<file path="src/rtl/itch_pkg.sv">
`default_nettype none
// ============================================================================
// Module      : itch_pkg
// Description : Shared constants, types and helpers for the ITCH message
//               parser: message type codes, expected lengths, field byte
//               offsets, FSM state encoding and the parsed-message record.
// Revision    : 1.0 - initial release
// ============================================================================
package itch_pkg;

  // Order-affecting message type codes (ASCII)
  localparam logic [7:0] ITCH_ADD    = 8'h41;
  localparam logic [7:0] ITCH_DEL    = 8'h44;
  localparam logic [7:0] ITCH_EXEC   = 8'h45;
  localparam logic [7:0] ITCH_CANCEL = 8'h58;

  // Exact message lengths (type byte included)
  localparam int LEN_ADD    = 36;
  localparam int LEN_DEL    = 19;
  localparam int LEN_EXEC   = 31;
  localparam int LEN_CANCEL = 23;

  // Byte offsets within a message; offset 0 is the type byte
  localparam int OFF_LOCATE_FIRST = 1;
  localparam int OFF_LOCATE_LAST  = 2;
  localparam int OFF_REF_FIRST    = 11;
  localparam int OFF_REF_LAST     = 18;
  localparam int OFF_ADD_SIDE     = 19;
  localparam int OFF_ADD_SH_FIRST = 20;
  localparam int OFF_ADD_SH_LAST  = 23;
  localparam int OFF_ADD_PX_FIRST = 32;
  localparam int OFF_ADD_PX_LAST  = 35;
  localparam int OFF_EX_SH_FIRST  = 19;
  localparam int OFF_EX_SH_LAST   = 22;

  typedef enum logic [2:0] {
    ST_LEN_HI = 3'd0,
    ST_LEN_LO = 3'd1,
    ST_TYPE   = 3'd2,
    ST_BODY   = 3'd3,
    ST_SKIP   = 3'd4
  } state_e;

  typedef struct packed {
    logic [7:0]  msg_type;
    logic [15:0] locate;
    logic [63:0] order_ref;
    logic        side;
    logic [31:0] shares;
    logic [31:0] price;
  } itch_msg_t;

  // Expected length for a supported type; 0 marks an unsupported type
  function automatic int expected_len(input logic [7:0] t);
    case (t)
      ITCH_ADD:    return LEN_ADD;
      ITCH_DEL:    return LEN_DEL;
      ITCH_EXEC:   return LEN_EXEC;
      ITCH_CANCEL: return LEN_CANCEL;
      default:     return 0;
    endcase
  endfunction

  function automatic logic in_range(input int off, input int lo, input int hi);
    return (off >= lo) && (off <= hi);
  endfunction

endpackage
`default_nettype wire

</file>
<file path="src/rtl/itch_msg_parser.sv">
`default_nettype none
// ============================================================================
// Module      : itch_msg_parser
// Description : Frames length-prefixed ITCH messages from a valid-qualified
//               byte stream, decodes Add/Delete/Execute/Cancel and emits one
//               registered pulse per decoded message. Other types and bad
//               lengths are skipped by length. Optional statistics counters
//               are built when ITCH_PARSE_STATS_EN is defined.
// Revision    : 1.0 - initial release
// ============================================================================
module itch_msg_parser
  import itch_pkg::*;
#(
  parameter int MAX_MSG_LEN = 64,
  parameter int LEN_W       = 16
) (
  input  logic        clkIn,
  input  logic        rstBIn,
  input  logic        itchDataValidIn,
  input  logic [7:0]  itchDataIn,
  output logic        msgValidOut,
  output logic [7:0]  msgTypeOut,
  output logic [15:0] stockLocateOut,
  output logic [63:0] orderRefOut,
  output logic        sideOut,
  output logic [31:0] sharesOut,
  output logic [31:0] priceOut,
  output logic        errOut
`ifdef ITCH_PARSE_STATS_EN
  ,
  output logic [31:0] msgCntOut,
  output logic [31:0] skipCntOut,
  output logic [15:0] errCntOut
`endif
);

  state_e           state_q, state_d;
  logic [7:0]       hi_q, hi_d;
  logic [LEN_W-1:0] len_q, len_d;
  logic [LEN_W-1:0] cnt_q, cnt_d;
  itch_msg_t        fld_q, fld_d;
  itch_msg_t        out_q, out_d;
  logic             valid_q, valid_d;
  logic             err_q, err_d;
  logic             skip_pulse;
  logic [LEN_W-1:0] len_full;
  logic             last_byte;
  logic             type_ok;

  assign len_full  = LEN_W'({hi_q, itchDataIn});
  assign last_byte = (cnt_q == len_q - LEN_W'(1));
  assign type_ok   = (expected_len(itchDataIn) != 0);

  // Next-state, field capture and output pulse generation
  always_comb begin
    state_d    = state_q;
    hi_d       = hi_q;
    len_d      = len_q;
    cnt_d      = cnt_q;
    fld_d      = fld_q;
    out_d      = out_q;
    valid_d    = 1'b0;
    err_d      = 1'b0;
    skip_pulse = 1'b0;
    if (itchDataValidIn) begin
      case (state_q)
        ST_LEN_HI: begin
          hi_d    = itchDataIn;
          state_d = ST_LEN_LO;
        end
        ST_LEN_LO: begin
          len_d = len_full;
          // Skip from here must cover all len bytes, so count from zero
          cnt_d = '0;
          if (len_full == '0) begin
            state_d = ST_LEN_HI;
          end else if (len_full > LEN_W'(MAX_MSG_LEN)) begin
            err_d   = 1'b1;
            state_d = ST_SKIP;
          end else begin
            state_d = ST_TYPE;
          end
        end
        ST_TYPE: begin
          fld_d          = '0;
          fld_d.msg_type = itchDataIn;
          cnt_d          = LEN_W'(1);
          if (len_q == LEN_W'(1)) begin
            err_d      = type_ok;
            skip_pulse = !type_ok;
            state_d    = ST_LEN_HI;
          end else if (!type_ok) begin
            skip_pulse = 1'b1;
            state_d    = ST_SKIP;
          end else if (len_q != LEN_W'(expected_len(itchDataIn))) begin
            err_d   = 1'b1;
            state_d = ST_SKIP;
          end else begin
            state_d = ST_BODY;
          end
        end
        ST_BODY: begin
          if (in_range(int'(cnt_q), OFF_LOCATE_FIRST, OFF_LOCATE_LAST))
            fld_d.locate = {fld_q.locate[7:0], itchDataIn};
          if (in_range(int'(cnt_q), OFF_REF_FIRST, OFF_REF_LAST))
            fld_d.order_ref = {fld_q.order_ref[55:0], itchDataIn};
          if (fld_q.msg_type == ITCH_ADD) begin
            if (int'(cnt_q) == OFF_ADD_SIDE)
              fld_d.side = (itchDataIn == 8'h42);
            if (in_range(int'(cnt_q), OFF_ADD_SH_FIRST, OFF_ADD_SH_LAST))
              fld_d.shares = {fld_q.shares[23:0], itchDataIn};
            if (in_range(int'(cnt_q), OFF_ADD_PX_FIRST, OFF_ADD_PX_LAST))
              fld_d.price = {fld_q.price[23:0], itchDataIn};
          end else if ((fld_q.msg_type == ITCH_EXEC) || (fld_q.msg_type == ITCH_CANCEL)) begin
            if (in_range(int'(cnt_q), OFF_EX_SH_FIRST, OFF_EX_SH_LAST))
              fld_d.shares = {fld_q.shares[23:0], itchDataIn};
          end
          cnt_d = cnt_q + LEN_W'(1);
          if (last_byte) begin
            // Outputs only change here, so partial fields never leak out
            out_d   = fld_d;
            valid_d = 1'b1;
            state_d = ST_LEN_HI;
          end
        end
        ST_SKIP: begin
          cnt_d = cnt_q + LEN_W'(1);
          if (last_byte) state_d = ST_LEN_HI;
        end
        default: state_d = ST_LEN_HI;
      endcase
    end
  end

  // State, field and output registers
  always_ff @(posedge clkIn or negedge rstBIn) begin
    if (!rstBIn) begin
      state_q <= ST_LEN_HI;
      hi_q    <= '0;
      len_q   <= '0;
      cnt_q   <= '0;
      fld_q   <= '0;
      out_q   <= '0;
      valid_q <= 1'b0;
      err_q   <= 1'b0;
    end else begin
      state_q <= state_d;
      hi_q    <= hi_d;
      len_q   <= len_d;
      cnt_q   <= cnt_d;
      fld_q   <= fld_d;
      out_q   <= out_d;
      valid_q <= valid_d;
      err_q   <= err_d;
    end
  end

  assign msgValidOut    = valid_q;
  assign errOut         = err_q;
  assign msgTypeOut     = out_q.msg_type;
  assign stockLocateOut = out_q.locate;
  assign orderRefOut    = out_q.order_ref;
  assign sideOut        = out_q.side;
  assign sharesOut      = out_q.shares;
  assign priceOut       = out_q.price;

`ifdef ITCH_PARSE_STATS_EN
  logic [31:0] msg_cnt_q;
  logic [31:0] skip_cnt_q;
  logic [15:0] err_cnt_q;

  // Saturating event counters
  always_ff @(posedge clkIn or negedge rstBIn) begin
    if (!rstBIn) begin
      msg_cnt_q  <= '0;
      skip_cnt_q <= '0;
      err_cnt_q  <= '0;
    end else begin
      if (valid_d && (msg_cnt_q != '1))     msg_cnt_q  <= msg_cnt_q + 32'd1;
      if (skip_pulse && (skip_cnt_q != '1)) skip_cnt_q <= skip_cnt_q + 32'd1;
      if (err_d && (err_cnt_q != '1))       err_cnt_q  <= err_cnt_q + 16'd1;
    end
  end

  assign msgCntOut  = msg_cnt_q;
  assign skipCntOut = skip_cnt_q;
  assign errCntOut  = err_cnt_q;
`endif

endmodule
`default_nettype wire
</file>
<file path="config.mk">
export PLATFORM = sky130hd
export DESIGN_NAME = itch_msg_parser
export DESIGN_NICKNAME = d
export VERILOG_FILES = /design/src/rtl/itch_pkg.sv /design/src/rtl/itch_msg_parser.sv
export SDC_FILE = /design/constraint.sdc
export NUM_CORES = 1
export LEC_CHECK = 0
export CORE_MARGIN = 1.5
export CORE_UTILIZATION = 60
export CTS_BUF_LIST = sky130_fd_sc_hd__clkbuf_8 sky130_fd_sc_hd__clkbuf_16
export DETAILED_ROUTE_END_ITERATION = 7
export HOLD_SLACK_MARGIN = 0.08
export PLACE_DENSITY = 0.83
export SLEW_MARGIN = 5
export SYNTH_ARGS = -nofsm -noshare
export SYNTH_HDL_FRONTEND = slang
export SYNTH_SLANG_ARGS = --single-unit
</file>
<file path="constraint.sdc">
create_clock -name clkIn -period 9.09 [get_ports clkIn]
set_input_delay 1.818 -clock clkIn [delete_from_list [all_inputs] [get_ports clkIn]]
set_output_delay 1.818 -clock clkIn [all_outputs]
set_load 0.005 [all_outputs]
</file>
==> results.sh, run 1 <==
export IMPL_path_buf_inv=3
export IMPL_finalHoldViolations=0
export IMPL_antenna_found_initial=0
export IMPL_root_buffer="clkbuf_16"
export IMPL_gp_congestion=0.838
export IMPL_cp_data_required_time_ps=9550
export IMPL_max_stage_delay_ps=920
export IMPL_finalNonFillerCells=1849
export IMPL_cts_buffers=38
export IMPL_totalWireLength_mm=40.1
export IMPL_cts_tree="yes"
export IMPL_core_um2=28000
export IMPL_gr_total_overflow=0
export IMPL_synthArstFlopShare=1.00
export IMPL_ir_worst_vdd_uv=175
export IMPL_final_setup_viol_count=0
export IMPL_critPathMaxFanout=74
export IMPL_rows=61
export IMPL_max_freq_mhz=218
export IMPL_cts_max_path_buffers=3
export IMPL_startpoint_type="input port"
export IMPL_worstMarginPinSlew_ps=1240
export IMPL_dieHeight_um=173
export IMPL_grt_pass1_vias=11900
export IMPL_grt_max_degree=155
export IMPL_fill_cells=1855
export IMPL_rsz0062_at_grt="false"
export IMPL_drive_above_1_share=0.292
export IMPL_hold_class="register to register"
export IMPL_reg2reg_depth=6
export IMPL_ys_seq_elements=351
export IMPL_cp_depth=8
export IMPL_fin_crit_sh=0.504
export IMPL_clock_latency_ps=530
export IMPL_initial_core_util=0.616
export IMPL_fin_crit_ps=4580
export IMPL_avgSynthCellArea_um2=13.0
export IMPL_critPathKind="input port to register"
export IMPL_grt_usage=0.271
export IMPL_final_cell_area_um2=20300
export IMPL_dp_cells=1780
export IMPL_path_delay_family="simple AND/OR/NAND/NOR gates"
export IMPL_num_vias=11700
export IMPL_route_antenna_remaining_nets=0
export IMPL_via_per_inst=6.35
export IMPL_fin_setup_tns_ps=0
export IMPL_drtPass1Iterations=5
export IMPL_worst_setup_path_end_kind="register"
export IMPL_power_static_leakage_nw=9.32
export IMPL_dieWidth_um=173
export IMPL_synth_area_um2=17300
export IMPL_ys_flop_type="dfrtp_1"
export IMPL_layout_commonest_cell="dfrtp_1"
export IMPL_slew_violations=0
export IMPL_post_dp_cell_area_um2=19100
export IMPL_report_power_total_mw=3.98
export IMPL_power_density_nw_per_um2=196
export IMPL_cts_hold_buffers=0
export IMPL_area_growth_pct=17.7
export IMPL_drc=0
export IMPL_worst_r2r_startpoint="cnt_q[14]"
export IMPL_path_clk_slew_ps=60
export IMPL_cp_arrival_ps=5040
export IMPL_finClkSkew_ps=8.49
export IMPL_io_pin_count=166
export IMPL_r2r_slack_ps=5420
export IMPL_worst_r2r_endpoint="fld_q[26]"
export IMPL_maxCapViolCount=0
export IMPL_portBuffers=165
export IMPL_syn_nets=1346
export IMPL_cts_resized=0
export IMPL_synth_cell_types=66
export IMPL_first_iter_violations=1073
export IMPL_worst_hold_startpoint="orderRefOut[21]"
export IMPL_post_cts_buffers=0
export IMPL_h_tree_depth=2
export IMPL_slew_limit_headroom=0.164
export IMPL_antennaDiodeCount=0
export IMPL_worstHoldPathCells=1
export IMPL_min_to="orderRefOut[21]"
export IMPL_synth_warnings=0
export IMPL_ys_seq_area_frac=0.509
export IMPL_dieArea_um2=29800
export IMPL_layout_common_cells="dfrtp_1, mux2_2, a22o_1"
export IMPL_slowest_stage="nor2_1"
export IMPL_syn_instance_count=1329
export IMPL_grt_pass1_wl_mm=65.6
export IMPL_dp_hpwl_mm=24.6
export IMPL_finalNetCount=1459
export IMPL_cts_sinks=351
export IMPL_crit_chain="clkdlybuf4s50_1 -> inv_1 -> nor2_1 -> nand2_4 -> buf_4 -> nor2_1 -> a22o_1 -> a22o_1"
export IMPL_status="complete, no violations"
export IMPL_synth_edf_count=0
export IMPL_routedWlPerCell_um=21.7
through the flow:
step / hold slack [ps] / utilization / setup slack (ps)
2_1_floorplan: 449 / - / 5480
3_3_place_gp: 464 / 0.680 / 4180
3_5_place_dp: 471 / 0.680 / 4080
4_1_cts: 509 / 0.725 / 4600
5_1_grt: 526 / 0.725 / 4350
6_report: 503 / 0.725 / 4510
flip-flops by register name, summed over array words and instances (netlist names):
signal / count
msgTypeOut: 8
stockLocateOut: 16
cnt_q: 16
len_q: 16
orderRefOut: 64
sideOut: 1
msgValidOut: 1
errOut: 1
hi_q: 8
state_q: 3
fld_q: 153
priceOut: 32
sharesOut: 32
layout make-up:
class | instances | area, µm² | share of cell area
Sequential cell | 351 | 8790 | 0.433
Multi-Input combinational cell | 852 | 7920 | 0.390
Timing Repair Buffer | 185 | 1820 | 0.0896
Clock buffer | 47 | 1090 | 0.0535
Tap cell | 378 | 473 | 0.0233
Clock inverter | 22 | 175 | 0.00862
Inverter | 14 | 52.6 | 0.00259
logic make-up after synthesis:
logic type	after synthesis	share of synthesized area
AOI/OAI and AO/OA	315	0.153
xor gates and xnor gates	30	0.0152
adders and majority gates	6	0.00435
buffers and inverters	126	0.0356
DFF	351	0.509
muxes	331	0.228
and+or+nand+nor	170	0.0550
Yosys cell counts, types with 2 or more instances:
library cell | n | area, µm²
nand2_1 | 34 | 128
nor4b_1 | 2 | 17.5
a22o_1 | 254 | 2220
buf_8 | 7 | 105
nand2b_1 | 5 | 31.3
buf_4 | 7 | 52.6
nor4_2 | 2 | 25.0
and3b_1 | 2 | 17.5
o211ai_1 | 2 | 15.0
nor3_1 | 15 | 75.1
o21ai_0 | 24 | 120
nor4_1 | 9 | 56.3
ha_1 | 6 | 75.1
nand3_1 | 16 | 80.1
nand4_1 | 8 | 50.1
o31a_1 | 2 | 17.5
xnor2_1 | 13 | 114
dfrtp_1 | 351 | 8780
nor4_4 | 2 | 42.5
a21oi_1 | 9 | 45.0
or3_1 | 5 | 31.3
clkbuf_1 | 83 | 312
nor2_1 | 41 | 154
mux2_2 | 269 | 3030
and4_1 | 2 | 17.5
a31oi_1 | 4 | 25.0
or3b_1 | 2 | 17.5
buf_6 | 3 | 33.8
mux2i_1 | 4 | 40.0
o22ai_1 | 2 | 12.5
nor2b_1 | 4 | 25.0
o31ai_1 | 5 | 37.5
mux2_4 | 58 | 871
nor3b_1 | 2 | 15.0
xor2_1 | 17 | 149
inv_1 | 13 | 48.8
and2_1 | 2 | 12.5
and3_1 | 3 | 18.8
buf_2 | 11 | 55.1
nor4bb_1 | 2 | 20.0
or4_1 | 2 | 15.0
worst reg2reg max path, cell delays in order (launching register included):
cell and delay [ps]:
dfrtp_1 430, nor4_1 340, nand4_1 340, or4_1 710
or3b_1 650, a21o_1 650, a22o_1 440
power by group:
part | switching, mW | internal, mW | total [mW]
combinational | 0.351 | 0.293 | 0.644
clock | 0.631 | 0.908 | 1.54
sequential | 0.156 | 1.64 | 1.79
total | 1.14 | 2.84 | 3.98
worst max-delay path by stage:
stage	from	endpoint	slack [ps]
final	itchDataValidIn	fld_q[130]	4510
after global routing	itchDataValidIn	fld_q[130]	4350
after CTS	itchDataValidIn	fld_q[130]	4600
after detailed placement	itchDataValidIn	fld_q[141]	4080
after global placement	itchDataValidIn	fld_q[135]	4180
after floorplan	itchDataIn[2]	state_q[1]	5480
routing by layer:
layer	routed length, µm	GRT usage	part of all wire
met1	17000	0.369	0.42
met2	19000	0.426	0.47
met3	2590	0.0585	0.064
met4	1500	0.107	0.037
met5	0	0	0
Power figures use the tool's default switching activity.
==> inputs of run 2 (changes only) <==
- CORE_UTILIZATION: 60 -> 52
- PLACE_DENSITY: 0.83 -> 0.76
- clock period: 9.09 -> 3.8 ns (I/O delays scaled with it)
==> run 2 against run 1 <==
  * Global-route usage decreased by 3.1 points
  * Die area rose by 15%
  * Core utilization fell by 9.8 points
  * Cell count rose by 3.9%
  * Wire length increased by 0.67%
  * Count of clock-buffer cells in the layout down 1
  * Clock power is 120% higher
  * Sequential share of layout area shrank 0.33 points
  * Sequential power increased by 140%
  * Cell area increased by 0.78%
  * Largest power group unchanged
==> results.sh, run 2 (synthesis results as in run 1) <==
export IMPL_grt_pass1_wl_mm=65.4
export IMPL_cts_tree="yes"
export IMPL_path_common_cell="nor4_2"
export IMPL_gr_total_overflow=0
export IMPL_slew_limit_headroom=0.297
export IMPL_regMostFlops="fld_q"
export IMPL_cts_sinks=351
export IMPL_core_um2=32600
export IMPL_fin_crit_ps=3370
export IMPL_h_tree_depth=2
export IMPL_cp_data_required_time_ps=4210
export IMPL_io_pin_count=166
export IMPL_postLayoutSetupSlackWorst_ps=433
export IMPL_portBuffers=165
export IMPL_path_clk_slew_ps=60
export IMPL_cts_max_path_buffers=3
export IMPL_antennaDiodeCount=0
export IMPL_maxCapViolCount=0
export IMPL_crit_chain="or4_4 -> nor4_2 -> xnor2_1 -> nor4_2 -> o2111ai_2 -> nor3_4 -> buf_4 -> mux2_2"
export IMPL_root_buffer="clkbuf_16"
export IMPL_drtPass1Iterations=5
export IMPL_intPower_mw=6.61
export IMPL_area_growth_pct=18.6
export IMPL_status="complete, no violations"
export IMPL_drc=0
export IMPL_fin_setup_tns_ps=0
export IMPL_preCtsSetupSlack_ps=411
export IMPL_routedWlPerCell_um=21.0
export IMPL_layout_commonest_cell="dfrtp_1"
export IMPL_post_cts_buffers=0
export IMPL_finalNetCount=1475
export IMPL_rsz0062_at_grt="false"
export IMPL_first_iter_violations=705
export IMPL_startpoint_type="register"
export IMPL_clock_latency_ps=530
export IMPL_p_sw_mw=2.66
export IMPL_max_freq_mhz=297
export IMPL_dieWidth_um=185
export IMPL_num_vias=11700
export IMPL_slowest_stage="or4_4"
export IMPL_finClkSkew_ps=25.1
export IMPL_worst_setup_path_end_kind="register"
export IMPL_critPathCapture="orderRefOut[4]"
export IMPL_initial_core_util=0.529
export IMPL_rows=66
export IMPL_cp_startpoint="len_q[3]"
export IMPL_worst_r2r_startpoint="len_q[3]"
export IMPL_p_clk_frac=0.369
export IMPL_reg2reg_depth=8
export IMPL_final_util=0.628
export IMPL_route_antenna_remaining_nets=0
export IMPL_gp_congestion=0.868
export IMPL_totalWireLength_mm=40.4
export IMPL_max_stage_delay_ps=600
export IMPL_power_frac_comb=0.168
export IMPL_cts_resized=0
export IMPL_worst_r2r_endpoint="orderRefOut[4]"
export IMPL_hold_class="input port to async pin"
export IMPL_fin_crit_sh=0.886
export IMPL_p_seq_frac=0.463
export IMPL_power_switching_share=0.287
export IMPL_layout_common_cells="dfrtp_1, mux2_2, a22o_1"
export IMPL_cp_arrival_ps=3770
export IMPL_critPathMaxFanout=22
export IMPL_slew_violations=0
export IMPL_largest_register_ffs=153
export IMPL_grt_max_degree=131
export IMPL_grt_usage=0.240
export IMPL_cts_buffers=38
export IMPL_power_density_nw_per_um2=453
export IMPL_worstMarginPinSlew_ps=1050
export IMPL_dp_hpwl_mm=25.4
export IMPL_finalHoldViolations=0
export IMPL_critPathKind="register to register"
export IMPL_r2r_slack_ps=430
export IMPL_cts_hold_buffers=0
export IMPL_drive_above_1_share=0.295
export IMPL_ir_worst_vdd_uv=326
export IMPL_antenna_found_initial=1
export IMPL_dieArea_um2=34300
export IMPL_dieHeight_um=185
export IMPL_via_per_inst=6.07
export IMPL_power_static_leakage_nw=9.38
export IMPL_final_setup_viol_count=0
export IMPL_grt_pass1_vias=11700
==> run 2: cell types whose count changed in the layout (fill, tap and decap cells not counted) <==
cell and change:
clkinv_2 -4, buf_4 +10, clkinvlp_4 -2, inv_1 +3
bufinv_16 -2, clkbuf_8 -1, inv_16 -1, buf_12 +6
==> run 2: how the worst min path moves through the flow <==
stage	end	slack (ps)	startpoint
floorplan	fld_q[64]	450	fld_q[64]
global placement	fld_q[64]	470	fld_q[64]
detailed placement	fld_q[64]	470	fld_q[64]
CTS	orderRefOut[60]	300	rstBIn
global route	orderRefOut[60]	330	rstBIn
finish	orderRefOut[60]	270	rstBIn
==> run 2: metrics by stage <==
stage / hold slack [ps] / total power, mW / instances / instance area [µm²]
floorplan: 449 / 5.45 / 1329 / 17300
global placement: 472 / 5.85 / 1860 / 19300
detailed placement: 471 / 5.89 / 1860 / 19300
CTS: 299 / 9.34 / 1922 / 20500
global route: 330 / 9.71 / 1922 / 20500
finish: 268 / 9.28 / 1922 / 20500
==> run 2: power by group through the flow <==
stage               Clock (mW)  Combinational [mW]  Sequential (mW)
floorplan                    0                1.32             4.14
global placement             0                1.52             4.33
detailed placement           0                1.55             4.35
CTS                       3.50                1.56             4.28
global route              3.66                1.72             4.33
finish                    3.43                1.56             4.29
==> run 2: worst max-delay path: cells and delay by family (launching register included) <==
family | cells | cell delay [ps]
XOR/XNOR | 1 | 120
flip-flops | 1 | 510
multiplexers | 1 | 390
buffers and inverters | 1 | 450
AND/OR/NAND/NOR | 4 | 1540
AO/OA/AOI/OAI | 1 | 240
==> run 2: per-layer routing <==
| metal | vias to the layer above | track usage | part of all wire |
|---|---|---|---|
| li1 | 5271 | - | - |
| met1 | 5994 | 0.337 | 0.44 |
| met2 | 331 | 0.380 | 0.48 |
| met3 | 63 | 0.0495 | 0.061 |
| met4 | 0 | 0.0657 | 0.023 |
| met5 | - | 0 | 0 |
==> run 2: area by class of cell <==
type,instances,area (µm²)
fillers,2489,12100
flip-flops and latches,351,8790
multi-input cells,852,7920
repair buffers,201,2010
clock buffers,46,1070
well taps,442,553
clock inverters,16,71.3
inverters,14,52.6
==> inputs of run 3 (changes only) <==
- CORE_UTILIZATION: 52 -> 40
- GPL_ROUTABILITY_DRIVEN: default -> 1
- PLACE_DENSITY: 0.76 -> default
==> run 3 against run 2 <==
  * Highest routed layer unchanged
  * Clock skew is 0.75 ps lower
  * Critical path depth increased by 3
  * Sequential power shrank 2%
  * Sequential cell count unchanged
  * Die area grew 29%
  * Combinational power increased by 4%
  * Register-to-register slack lost 60 ps
  * Global-route usage decreased by 4.9 points
  * Largest power group unchanged
  * Core utilization decreased by 13 points
  * Total power increased by 5.0%
  * Hold slack got worse by 15 ps
  * Maximum frequency is 1.9% lower
==> results.sh, run 3 (synthesis results as in run 1) <==
export IMPL_reg2reg_depth=11
export IMPL_clock_latency_ps=560
export IMPL_h_tree_depth=2
export IMPL_dp_cells=1964
export IMPL_via_per_inst=5.61
export IMPL_num_vias=11400
export IMPL_drtPass1Iterations=5
export IMPL_cts_tree="yes"
export IMPL_max_freq_mhz=291
export IMPL_fin_setup_tns_ps=0
export IMPL_dieWidth_um=211
export IMPL_rsz0062_at_grt="false"
export IMPL_finalNetCount=1485
export IMPL_cts_hold_buffers=0
export IMPL_gp_congestion=0.855
export IMPL_drc=0
export IMPL_layout_common_cells="dfrtp_1, mux2_2, a22o_1"
export IMPL_antennaDiodeCount=0
export IMPL_grt_pass1_vias=11400
export IMPL_dieHeight_um=211
export IMPL_slew_violations=0
export IMPL_routedWlPerCell_um=20.8
export IMPL_layout_commonest_cell="dfrtp_1"
export IMPL_path_clk_slew_ps=60
export IMPL_gr_total_overflow=0
export IMPL_cts_resized=0
export IMPL_antenna_found_initial=3
export IMPL_portBuffers=165
export IMPL_totalWireLength_mm=42.3
export IMPL_finalNonFillerCells=2039
export IMPL_grt_usage=0.192
export IMPL_startpoint_type="register"
export IMPL_r2r_slack_ps=370
export IMPL_drive_above_1_share=0.303
export IMPL_critPathMaxFanout=38
export IMPL_cp_data_required_time_ps=4240
export IMPL_largest_register_ffs=153
export IMPL_io_pin_count=166
export IMPL_final_util=0.495
export IMPL_worstMarginPinSlew_ps=966
export IMPL_power_density_nw_per_um2=466
export IMPL_core_um2=42200
export IMPL_cts_max_path_buffers=3
export IMPL_power_static_leakage_nw=9.52
export IMPL_cp_arrival_ps=3870
export IMPL_dp_hpwl_mm=26.9
export IMPL_slew_limit_headroom=0.356
export IMPL_final_setup_viol_count=0
export IMPL_cts_buffers=41
export IMPL_post_cts_buffers=0
export IMPL_initial_core_util=0.409
export IMPL_grt_pass1_wl_mm=67.3
export IMPL_rows=75
export IMPL_ir_worst_vdd_uv=270
export IMPL_first_iter_violations=739
export IMPL_fin_crit_ps=3430
export IMPL_worst_r2r_endpoint="sharesOut[25]"
export IMPL_critPathKind="register to register"
export IMPL_finClkSkew_ps=24.4
export IMPL_finalHoldViolations=0
export IMPL_report_power_total_mw=9.74
export IMPL_worst_setup_path_end_kind="register"
export IMPL_root_buffer="clkbuf_16"
export IMPL_regMostFlops="fld_q"
export IMPL_dieArea_um2=44400
export IMPL_worst_r2r_startpoint="len_q[1]"
export IMPL_cts_sinks=351
export IMPL_status="complete, no violations"
export IMPL_hold_class="input port to async pin"
export IMPL_fin_crit_sh=0.903
export IMPL_area_growth_pct=21.0
export IMPL_maxCapViolCount=0
export IMPL_grt_max_degree=89
export IMPL_route_antenna_remaining_nets=0
-- run 3: cell types whose count changed in the layout (fill, tap and decap cells not counted), sizes merged --
cell,previous run,this run
buf,37,44
bufinv,0,3
clkinvlp,0,2
inv,25,28
clkbuf,46,48
clkinv,5,8
-- run 3: per-stage QoR --
step | worst slack (ps) | instance area, µm² | hold slack, ps
after floorplan | 911 | 17300 | 449
after CTS | 461 | 20900 | 246
after global placement | 538 | 19600 | 471
after detailed placement | 475 | 19600 | 490
after global routing | 161 | 20900 | 286
final | 369 | 20900 | 253
-- run 3: critical path, cell delays in order, from the launching register on --
cell,delay (ps)
dfrtp_1,480
inv_1,140
ha_1,320
and2_1,220
nor4b_1,320
a31oi_1,110
nor3_1,250
o2111ai_2,230
nor3_4,260
buf_12,270
buf_4,310
mux2_2,370
-- run 3: final cells by class --
| class | count | area [µm²] |
|---|---|---|
| clock buffer | 48 | 1120 |
| clock inverter | 27 | 211 |
| fill | 3715 | 21300 |
| inverter | 14 | 52.6 |
| multi-input combinational | 852 | 7920 |
| sequential | 351 | 8790 |
| tap | 539 | 674 |
| timing repair buffer | 208 | 2120 |
-- run 3: power breakdown --
part / total (mW) / internal (mW) / switching, mW
Combinational: 1.63 / 0.724 / 0.904
Sequential: 4.22 / 3.92 / 0.300
Clock: 3.89 / 2.31 / 1.58
Total: 9.74 / 6.95 / 2.79
-- run 3: routing by layer --
layer / global-route usage / wire length, µm / vias to the layer above
met5: 0 / 0 / -
met4: 0.0453 / 754 / 0
met3: 0.0430 / 2240 / 49
met2: 0.292 / 19300 / 244
met1: 0.277 / 20000 / 5833
li1: - / - / 5311
-- run 3: worst max-delay path by stage --
stage	endpoint	slack (ps)	cells after the start	from
detailed placement	priceOut[22]	470	11	len_q[1]
floorplan	sharesOut[1]	910	6	fld_q[146]
global route	sharesOut[25]	160	11	len_q[1]
global placement	priceOut[24]	540	8	itchDataValidIn
CTS	sharesOut[25]	460	11	len_q[1]
finish	sharesOut[25]	370	11	len_q[1]
